--- src/rtl/i2c_cfg_arbiter.sv ---
// Round-robin arbiter and sequencer sharing one I2C engine among N_REQ requesters.
// Grants one transaction at a time, guards it with a watchdog, and supports a lock for atomic sequences.
module i2c_cfg_arbiter #(
  parameter int N_REQ       = 4,
  parameter int TIMEOUT_CYC = 200_000
) (
  input  logic                 clk,
  input  logic                 rst,
  input  logic [N_REQ-1:0]     req,
  input  logic [N_REQ-1:0]     req_lock,
  input  logic [32*N_REQ-1:0]  req_cmd,
  output logic [N_REQ-1:0]     gnt,
  output logic [N_REQ-1:0]     rsp_done,
  output logic                 rsp_err,
  output logic                 rsp_timeout,
  output logic [15:0]          rsp_rdata,
  output logic                 eng_start,
  output logic [31:0]          eng_cmd,
  output logic                 eng_abort,
  input  logic                 eng_done,
  input  logic                 eng_nack,
  input  logic [15:0]          eng_rdata,
  output logic                 busy
);
  localparam int IW = $clog2(N_REQ);
  localparam logic [1:0] S_IDLE  = 2'd0;
  localparam logic [1:0] S_ISSUE = 2'd1;
  localparam logic [1:0] S_WAIT  = 2'd2;
  localparam logic [1:0] S_RESP  = 2'd3;
  localparam logic [23:0] WD_LAST = 24'(TIMEOUT_CYC - 1);
  localparam logic [N_REQ-1:0] ONE = {{(N_REQ-1){1'b0}}, 1'b1};

  logic [1:0]       state_q, state_d;
  logic [IW-1:0]    ptr_q, ptr_d;
  logic [IW-1:0]    sel_q, sel_d;
  logic [N_REQ-1:0] gnt_q, gnt_d;
  logic             lock_vld_q, lock_vld_d;
  logic [IW-1:0]    lock_own_q, lock_own_d;
  logic [31:0]      eng_cmd_q, eng_cmd_d;
  logic [23:0]      wdog_q, wdog_d;
  logic [15:0]      rsp_rdata_q, rsp_rdata_d;
  logic             rsp_err_q, rsp_err_d;
  logic             rsp_timeout_q, rsp_timeout_d;

  logic             lock_hold;
  logic [N_REQ-1:0] cand;
  logic             pick_vld;
  logic [IW-1:0]    pick_idx;

  // The lock survives in IDLE only while the owner still shows req or req_lock.
  assign lock_hold = lock_vld_q && (req[lock_own_q] || req_lock[lock_own_q]);
  assign cand      = lock_hold ? (req & (ONE << lock_own_q)) : req;

  // Iterate from the farthest candidate down so the nearest one after ptr wins.
  always_comb begin
    pick_vld = 1'b0;
    pick_idx = '0;
    for (int k = N_REQ; k >= 1; k--) begin
      if (cand[IW'((int'(ptr_q) + k) % N_REQ)]) begin
        pick_vld = 1'b1;
        pick_idx = IW'((int'(ptr_q) + k) % N_REQ);
      end
    end
  end

  always_comb begin
    state_d       = state_q;
    ptr_d         = ptr_q;
    sel_d         = sel_q;
    gnt_d         = gnt_q;
    lock_vld_d    = lock_vld_q;
    lock_own_d    = lock_own_q;
    eng_cmd_d     = eng_cmd_q;
    wdog_d        = wdog_q;
    rsp_rdata_d   = rsp_rdata_q;
    rsp_err_d     = rsp_err_q;
    rsp_timeout_d = rsp_timeout_q;
    case (state_q)
      S_IDLE: begin
        if (lock_vld_q && !lock_hold) lock_vld_d = 1'b0;
        if (pick_vld) begin
          sel_d     = pick_idx;
          gnt_d     = ONE << pick_idx;
          eng_cmd_d = req_cmd[32*pick_idx +: 32];
          state_d   = S_ISSUE;
        end
      end
      S_ISSUE: begin
        wdog_d  = '0;
        state_d = S_WAIT;
      end
      S_WAIT: begin
        if (eng_done) begin
          rsp_rdata_d   = eng_rdata;
          rsp_err_d     = eng_nack;
          rsp_timeout_d = 1'b0;
          state_d       = S_RESP;
        end else if (wdog_q == WD_LAST) begin
          rsp_err_d     = 1'b1;
          rsp_timeout_d = 1'b1;
          state_d       = S_RESP;
        end else begin
          wdog_d = wdog_q + 24'd1;
        end
      end
      default: begin
        ptr_d      = sel_q;
        lock_vld_d = req_lock[sel_q];
        lock_own_d = sel_q;
        gnt_d      = '0;
        state_d    = S_IDLE;
      end
    endcase
  end

  always_ff @(posedge clk) begin
    if (rst) begin
      state_q       <= S_IDLE;
      ptr_q         <= IW'(N_REQ - 1);
      sel_q         <= '0;
      gnt_q         <= '0;
      lock_vld_q    <= 1'b0;
      lock_own_q    <= '0;
      eng_cmd_q     <= '0;
      wdog_q        <= '0;
      rsp_rdata_q   <= '0;
      rsp_err_q     <= 1'b0;
      rsp_timeout_q <= 1'b0;
    end else begin
      state_q       <= state_d;
      ptr_q         <= ptr_d;
      sel_q         <= sel_d;
      gnt_q         <= gnt_d;
      lock_vld_q    <= lock_vld_d;
      lock_own_q    <= lock_own_d;
      eng_cmd_q     <= eng_cmd_d;
      wdog_q        <= wdog_d;
      rsp_rdata_q   <= rsp_rdata_d;
      rsp_err_q     <= rsp_err_d;
      rsp_timeout_q <= rsp_timeout_d;
    end
  end

  // A done in the expiry cycle wins, so abort is suppressed by eng_done.
  assign eng_abort   = (state_q == S_WAIT) && !eng_done && (wdog_q == WD_LAST);
  assign eng_start   = (state_q == S_ISSUE);
  assign rsp_done    = (state_q == S_RESP) ? gnt_q : '0;
  assign gnt         = gnt_q;
  assign eng_cmd     = eng_cmd_q;
  assign rsp_rdata   = rsp_rdata_q;
  assign rsp_err     = rsp_err_q;
  assign rsp_timeout = rsp_timeout_q;
  assign busy        = (state_q != S_IDLE);
endmodule

--- config.mk ---
export PLATFORM = sky130hd
export DESIGN_NAME = i2c_cfg_arbiter
export DESIGN_NICKNAME = d
export VERILOG_FILES = /design/src/rtl/i2c_cfg_arbiter.sv
export SDC_FILE = /design/constraint.sdc
export NUM_CORES = 1
export LEC_CHECK = 0
export ABC_AREA = 1
export BUFFER_PORTS_ARGS = -buffer_cell sky130_fd_sc_hd__buf_2
export CORE_MARGIN = 2
export CORE_UTILIZATION = 49
export DETAILED_ROUTE_END_ITERATION = 6
export GPL_ROUTABILITY_DRIVEN = 0
export HOLD_SLACK_MARGIN = 0.06
export PLACE_DENSITY_LB_ADDON = 0.05
export SETUP_SLACK_MARGIN = 0.05
export SKIP_CTS_REPAIR_TIMING = 1
export SYNTH_ARGS = -nofsm -noshare
export SYNTH_HDL_FRONTEND = slang
export SYNTH_SLANG_ARGS = --single-unit
--- constraint.sdc ---
create_clock -name clk -period 2.86 [get_ports clk]
set_clock_uncertainty 0.2 [all_clocks]
set_input_delay 0 -clock clk [delete_from_list [all_inputs] [get_ports clk]]
set_output_delay 0 -clock clk [all_outputs]
set_load 0.005 [all_outputs]
==> run_results.csv <==
group,metric,value,unit
min_path,min-delay-path-class,"input port to flip-flop",
sta,hold_violations,0,
worst_setup_path,critical_path.max_stage_delay,0.38,ns
worst_setup_path,cp_top_family,"simple AND/OR/NAND/NOR gates",
synthesis,syn_area,5290,um2
synthesis,ys_seq_elements,87,
finish,final_nets,1361,
power,irDropWorstVdd,613,uV
finish,layout.cells.non_filler,1340,
global_route,grt_max_degree,67,
synthesis,synthAdderAreaFrac,1.42,%
clock_network,clock-root-buffer,"clkbuf_8",
clock_network,numCtsBuffers,9,
sta,holdWs,0.0637,ns
finish,n_antenna_cell,0,
synthesis,synth_top_area_cell,"dfxtp_1",
placed_design,placed_cell_area,6500,um2
clock_network,cts_tree,"yes",
global_route,grt_pass1_wl,26100,um
status,status,"finished with violations",
worst_setup_path,cp_max_fo,41,
synthesis,synth_area_leaders,"dfxtp_1, nor2_1, nand2_1, nand3_1, nand4_1",
global_route,antenna_found_initial,0,
global_route,grt_pass1_vias,5677,
synthesis,synthMuxAreaShare,0,%
worst_setup_path,crit_buf_inv,2,
sta,timing.fmax,0.372,GHz
floorplanning,dieWidth,108,um
worst_setup_path,crit_arrival,2.76,ns
clock_network,clkTransAtPathRegs,0.09,ns
synthesis,ys_seq_area_share,32.9,%
clock_network,clk_latency,0.37,ns
finish,drive_above_1_share,21.7,%
status,violations,"DRC",
worst_setup_path,crit_type,"flip-flop to flip-flop",
synthesis,netlist_instances,857,
placed_design,dpl.hpwl,11500,um
synthesis,synth_xor_area_share,2.65,%
finish,final_cell_mix,"buf_2, nor2_1, dlygate4sd3_1",
synthesis,yosys.area_share.simple,43.2,%
sta,slew_headroom,37.2,%
clock_network,cts_max_level,3,
floorplanning,num_rows,37,
route,firstDrtPassIters,7,
finish,layout_commonest_cell,"buf_2",
sta,finalSetupTns,0,ns
floorplanning,ioPinCount,217,
route,routed_wirelength,21800,um
route,ant_nets,0,
synthesis,synth.net_count,1019,
route,routed-via-count,7508,
worst_setup_path,end_kind,"flip-flop",
sta,post-route-period-util,93.9,%
worst_setup_path,crit_slowest_cell,"dfxtp_1",
route,drt_iter0_markers,696,
synthesis,yosysUniqueCellTypes,31,
route,drcViolationCount,2,
power,power_density,839,nW/um2
sta,period_needed,2.69,ns
placed_design,io_buffers,216,
global_route,grt_usage,27.6,%
synthesis,synth_top_area_share,32.9,%
finish,fillers,713,
power,leakage,3.94,nW
finish,syn_to_final_growth,55.8,%
job,maxCapViolCount,0,
floorplanning,start_util,50.8,%
synthesis,synth_top_family_by_area,"simple AND/OR/NAND/NOR gates",
floorplanning,die_y,108,um
sta,maxSlewViolCount,0,
clock_network,ctsLongestPathBuffers,2,
clock_network,cts.sinks,87,
route,avgRoutedWirePerCell,16.3,um
floorplanning,coreArea,10400,um2
synthesis,synth-compound-area-share,9.95,%
worst_setup_path,startpoint_type,"flip-flop",
synthesis,ys_warn_count,0,
worst_setup_path,cp_cell_sequence,"inv_1, nand2_1, nor2_1, nor2_1, nand2_1, nand3_1, nand3_1, nand2_1, nor2_1, nor2_1, nand3_4, nand2_8, buf_12, nand2_1, nand2_1, nor2_1, nor2_1, nor2_1",
route,via_per_inst,5.60,
sta,setup_viol,0,
worst_setup_path,required,2.93,ns
global_route,overflow,0,
sta,worstMarginPinSlew,0.941,ns
floorplanning,dieArea,11600,um2
finish,fin_area,8240,um2
worst_setup_path,critPathMostFrequentCell,"nor2_1",
synthesis,syn_area_per_cell,6.18,um2
placed_design,post-place-cells,1175,
==> cells in the mapped netlist <==
library cell	count
buf_6	2
ha_1	6
nand4_1	44
o21ai_0	53
a21oi_1	33
dfxtp_1	87
nand2_1	140
xnor2_1	2
buf_2	22
clkinv_1	2
nand3_1	98
clkbuf_1	22
o31ai_1	1
nor2_1	199
nand3_4	1
nand3_2	1
a211oi_1	4
xor2_1	14
o32ai_1	1
buf_1	5
nor3_1	25
o211ai_1	4
o21ai_1	1
nor4_1	8
nor3_2	1
nand2_4	2
o221ai_1	1
nand2_2	2
inv_1	72
inv_2	3
a31oi_1	1
==> power breakdown <==
group	total [mW]	switching (mW)	internal [mW]
clock	1.00	0.465	0.538
sequential	1.71	0.196	1.51
combinational	4.20	2.71	1.49
==> through the flow <==
stage / power, mW / util (%) / setup slack [ns]
floorplan: 4.30 / - / 0.639
global placement: 5.34 / 62.4 / 0.302
detailed placement: 5.38 / 62.4 / 0.282
CTS: 6.37 / 64.6 / 0.245
global route: 7.35 / 79.1 / -0.0801
finish: 6.92 / 79.1 / 0.175
==> worst register-to-register path, cell delays in order (launching register included) <==
cell and delay (ns):
dfxtp_1 0.38, inv_1 0.07, nand2_1 0.08, nor2_1 0.04, nor2_1 0.10, nand2_1 0.11, nand3_1 0.11, nand3_1 0.09
nand2_1 0.10, nor2_1 0.07, nor2_1 0.18, nand3_4 0.13, nand2_8 0.18, buf_12 0.24, nand2_1 0.13, nand2_1 0.13
nor2_1 0.07, nor2_1 0.16, nor2_1 0.06
==> worst paths after layout <==
path,start,end,slack [ns],cells past startpoint
min reg2reg,rsp_timeout,rsp_timeout,0.28,2
max,lock_own_q[1],eng_cmd[17],0.17,18
min,req_lock[2],lock_vld_q,0.06,7
max reg2reg,lock_own_q[1],eng_cmd[17],0.17,18
==> registers in the layout, indices dropped and copies added (netlist names), 2 cells and up <==
signal and flops:
wdog_q 24, eng_cmd 32, state_q 2, sel_q 2, gnt 4, rsp_rdata 16, lock_own_q 2, ptr_q 2
==> metal layers <==
layer  vias up  routed length (um)  global-route usage (%)
met5         -                   0                       0
li1       3501                   -                       -
met2       573                9960                    48.0
met1      3275                7990                    33.5
met4         0                1410                    8.15
met3       159                2430                    7.29
==> cells by family after synthesis <==
group | Yosys count
compound gates | 99
xor+xnor | 16
fa+ha+maj | 6
buf+inv | 128
flops | 87
simple gates | 521
==> cell type report <==
type,count,area (um2),area share [%]
clock buffers,11,151,1.84
clock inverters,5,80.1,0.971
inverters,77,289,3.51
multi-input cells,642,3050,36.9
flip-flops and latches,87,1740,21.1
well taps,136,170,2.06
repair buffers,382,2770,33.6
(Power assumes the default switching activity.)
